File: src/rtl/upcounter_4bit.sv
// upcounter_4bit: free-running modulo-2^WIDTH up counter.
// Ports: Clk (clock), RST (async active-low reset), OUT (count).
module upcounter_4bit #(
    parameter int WIDTH       = 4,
    parameter int RESET_VALUE = 0
) (
    input  logic             Clk,
    input  logic             RST,
    output logic [WIDTH-1:0] OUT
);

    // Reset value is truncated to the counter width.
    localparam logic [WIDTH-1:0] RstVal = WIDTH'(RESET_VALUE);
    localparam logic [WIDTH-1:0] One    = WIDTH'(1);

    logic [WIDTH-1:0] count_q;
    logic [WIDTH-1:0] count_d;

    // Plain binary add wraps naturally at 2^WIDTH.
    always_comb begin
        count_d = count_q + One;
    end

    always_ff @(posedge Clk or negedge RST) begin
        if (!RST) begin
            count_q <= RstVal;
        end else begin
            count_q <= count_d;
        end
    end

    assign OUT = count_q;

endmodule

File: config.mk
export PLATFORM = sky130hd
export DESIGN_NAME = upcounter_4bit
export DESIGN_NICKNAME = d
export VERILOG_FILES = /design/src/rtl/upcounter_4bit.sv
export SDC_FILE = /design/constraint.sdc
export NUM_CORES = 1
export LEC_CHECK = 0
export CORE_AREA = 3 3 40 42
export DETAILED_ROUTE_END_ITERATION = 7
export DIE_AREA = 0 0 43 45
export PLACE_DENSITY = 0.3
export SYNTH_ARGS = -nofsm -noshare
export SYNTH_HDL_FRONTEND = slang
export SYNTH_SLANG_ARGS = --single-unit
File: constraint.sdc
create_clock -name Clk -period 1.7 [get_ports Clk]
set_input_delay 0.34 -clock Clk [delete_from_list [all_inputs] [get_ports Clk]]
set_output_delay 0.34 -clock Clk [all_outputs]
set_load 0.1 [all_outputs]
# Word-level counts from Yosys, hierarchy flattened
# Index checks and enable logic that the tools add are counted.
# word_totals
ff_bits	4
inputBits	2
out_inout_bits	4
wordCells	2
# op_classes
n_addsub	1
# op_table
operator	count
adder 4 x 1 -> 4 bit (second input constant)	1

# Logic depth before layout (Yosys ltp)
# depth
ltp_word	1
depth_mapped	2
mapped_depth_nobuf	2

# Least setup slack after synthesis
# No wires, ideal clock.
# synth_timing
path_type	reg2reg
from	register count_q[0] (netlist: OUT[0])
to	register count_q[2] (netlist: OUT[2])
arrival_time_ns	1.291
required_time_ns	1.537
slack_ns	0.247
path_stages_with_launch	3
period_less_slack_ns	1.453
path_cell_list	dfrtp_1 -> ha_1 -> xor2_1
# synth_via
elab_chain_cells	1
# synth_lines
element	line	text
start, declared	16	logic [WIDTH-1:0] count_q;
start signal, assigned	26	count_q <= RstVal;
start signal, assigned	28	count_q <= count_d;
adder 4 x 1 -> 4 bit	21	count_d = count_q + One;
named net count_d[2]	17	logic [WIDTH-1:0] count_d;
# The timed path passes the listed nets, and every way through them passes these cells.

# Worst setup path in the final report
# layout_timing
from	register count_q[0] (netlist: OUT[0])
to	output OUT[0]
# layout_lines
element	line	text
end, declared	9	output logic [WIDTH-1:0] OUT
# No word-level cell between the ends.

==> results.json <==
{
  "outcome": "completed",
  "drcViolationCount": 0,
  "first_iter_violations": 1,
  "critical_path.startpoint_type": "flop",
  "die_h_um": 45,
  "dpl-instance-area_sq_um": 252.7,
  "multiInputGateArea_sq_um": 40.04,
  "fill_cells": 141,
  "r2r_setup_slack_ns": 0.77,
  "pwr_density_cell_mw_per_mm2": 768.7,
  "final-seq-area_sq_um": 100.1,
  "cp.required_ns": 1.36,
  "postSynthRegisterBits": 4,
  "ant_nets": 0,
  "place_inst": 29,
  "cts_tree": "yes",
  "synth_seq_area_share_pct": 69.57,
  "synthMuxAreaShare_pct": 0,
  "number_of_global_route_vias_before_repair": 134,
  "clock_sink_count": 4,
  "post_synth_inst_count": 9,
  "finalCritPeriodShare_pct": 71.51,
  "grt.total_usage_pct": 4.097,
  "fin_hold_ws_ns": 0.3106,
  "synthesis.nets": 12,
  "place.gp.congestion": 0.5229,
  "core_area_sq_mm": 0.001285,
  "top_fanout_value_on_the_critical_path": 4,
  "cts_setup_buffers": 0,
  "syn_area_per_cell_sq_um": 15.99,
  "critPathArrivalTime_ns": 0.88,
  "synthTopCellsByArea": "dfrtp_1, ha_1, nand3_2",
  "layout-drive-gt1-share_pct": 47.06,
  "area_growth_syn_to_layout_pct": 91.30,
  "critical_path.cell_chain": "buf_12",
  "grt_setup_unrepaired": "false",
  "synth_compound_area_share_pct": 0,
  "count_of_warnings_emitted_by_yosys": 0,
  "p_leak_uw": 0.0001338,
  "grt_overflow_total": 0,
  "synth_most_common_cell": "dfrtp_1",
  "post_cts_hold_buffer_count": 0,
  "final_area_sq_um": 275.3,
  "die_w_um": 43,
  "crit-reg2reg-launch": "OUT[0]",
  "num_cts_buffers": 3,
  "synth_top_flop_cell": "dfrtp_1",
  "critical_path.endpoint_type": "output port",
  "dieArea_sq_mm": 0.001935,
  "route.final.wire_length_um": 246,
  "yosysUniqueCellTypes": 6,
  "clock.fmax_mhz": 822.6,
  "synthSimpleGateAreaFrac_pct": 6.957,
  "timing.setup.critical_path_class": "reg2out",
  "net_count_final": 22,
  "regToRegEndpoint": "OUT[2]",
  "route.detailed.vias_per_inst": 3.063,
  "final-setup-viol-count": 0,
  "synth_top_area_share_pct": 69.57,
  "number_of_antenna_violations_at_the_first_check_in_global_routing": 0,
  "num_io_pins": 6,
  "cpLargestDelayFamily": "flip-flops",
  "synth_top_family_by_area": "XOR/XNOR gates",
  "place.port_buffers": 5,
  "critical_path_s_slowest_cell": "dfrtp_1",
  "synth_area_sq_um": 143.9,
  "timing.hold.worst.class": "in2async",
  "adder_cell_fraction_of_synth_area_pct": 8.696,
  "clock_tree.root_cell": "clkbuf_4",
  "asyncSetResetFlopFracSynth_pct": 100.0,
  "worst-r2r-cell-count": 2,
  "relSlewSlack_pct": 86.05,
  "final.min_clock_period_ns": 1.216,
  "hold_viol_final": 0,
  "cts_max_path_buffers": 2,
  "initial_core_util_pct": 11.20,
  "irDropWorstVdd_mv": 0.1662,
  "instances_no_fill": 32,
  "timing.setup.tns_ns": 0,
  "pin_count_of_the_biggest_net_entering_global_routing": 5,
  "placement_rows": 13,
  "finalClockSkew_ns": 0.00004202,
  "largest_register_ff_count": 4,
  "tightest_slew_ns": 0.2093,
  "final_max_slew_viol_count": 0,
  "synth_enable_flop_cells": 0,
  "max_cap_check_violation_count": 0,
  "final_util_pct": 21.42,
  "grt_pass1_wl_um": 462,
  "antenna_cells": 0,
  "clk_pin_slew_ns": 0.03,
  "synth_xor_xnor_area_share_pct": 12.17,
  "post_drt_wl_per_cell_um": 7.688,
  "crit_path_max_incr_delay_ns": 0.44,
  "num_vias": 98,
  "crit_buf_inv": 1,
  "clock_latency_ns": 0.23,
  "detail_route.first_pass.iterations": 2,
  "synth_largest_area_cell": "dfrtp_1",
  "htree_levels": 1,
  "cts_resized": 0
}
==> final cells by class <==
class                   count  area share, %
repair buffers              5          32.73
flip-flops and latches      4          36.36
clock buffers               3          8.182
inverters                   1          1.364
multi-input cells           4          14.55
well taps                  15          6.818
==> report_power, final <==
part	total (uW)	switching, uW	leakage (uW)	internal (uW)
Clock	112	33.5	0.0000138	78.6
Combinational	3.66	1.62	0.0000681	2.04
Sequential	95.8	0	0.0000518	95.8
==> cells in the final DEF, fill, tap and decap left out <==
cell,n
dfrtp_1,4
buf_12,4
clkbuf_4,3
inv_1,1
xor2_1,1
nand3_2,1
xnor2_1,1
ha_1,1
clkdlybuf4s50_1,1
==> worst max path at each step <==
stage	startpoint	to	slack (ns)	depth (start not counted)
global placement	OUT[0]	OUT[0]	0.70	1
CTS	OUT[0]	OUT[0]	0.46	1
detailed placement	OUT[0]	OUT[0]	0.71	1
global route	OUT[0]	OUT[0]	0.43	1
finish	OUT[0]	OUT[0]	0.48	1
floorplan	OUT[0]	OUT[2]	0.25	2
==> routing by layer <==
layer,vias up,share of wire (%),global-route usage [%]
met5,-,0,0
met4,0,0,10.84
met3,0,6.9,1.594
met2,3,65,4.491
met1,49,28,2.927
li1,46,-,-
==> cell families (layout without fill, tap and decap cells) <==
group / Yosys count / after routing
and+or+nand+nor: 1 / 1
adders and majority gates: 1 / 1
xor gates and xnor gates: 2 / 2
DFF: 4 / 4
buffers and inverters: 1 / 9
==> per-stage QoR <==
| stage | setup slack (ns) | total power [uW] |
|---|---|---|
| 6_report | 0.4844 | 211.6 |
| 5_1_grt | 0.4286 | 233.7 |
| 4_1_cts | 0.4630 | 219.9 |
| 3_5_place_dp | 0.7115 | 100.8 |
| 3_3_place_gp | 0.7048 | 100.8 |
| 2_1_floorplan | 0.2466 | 96.98 |
(Power assumes the default switching activity.)
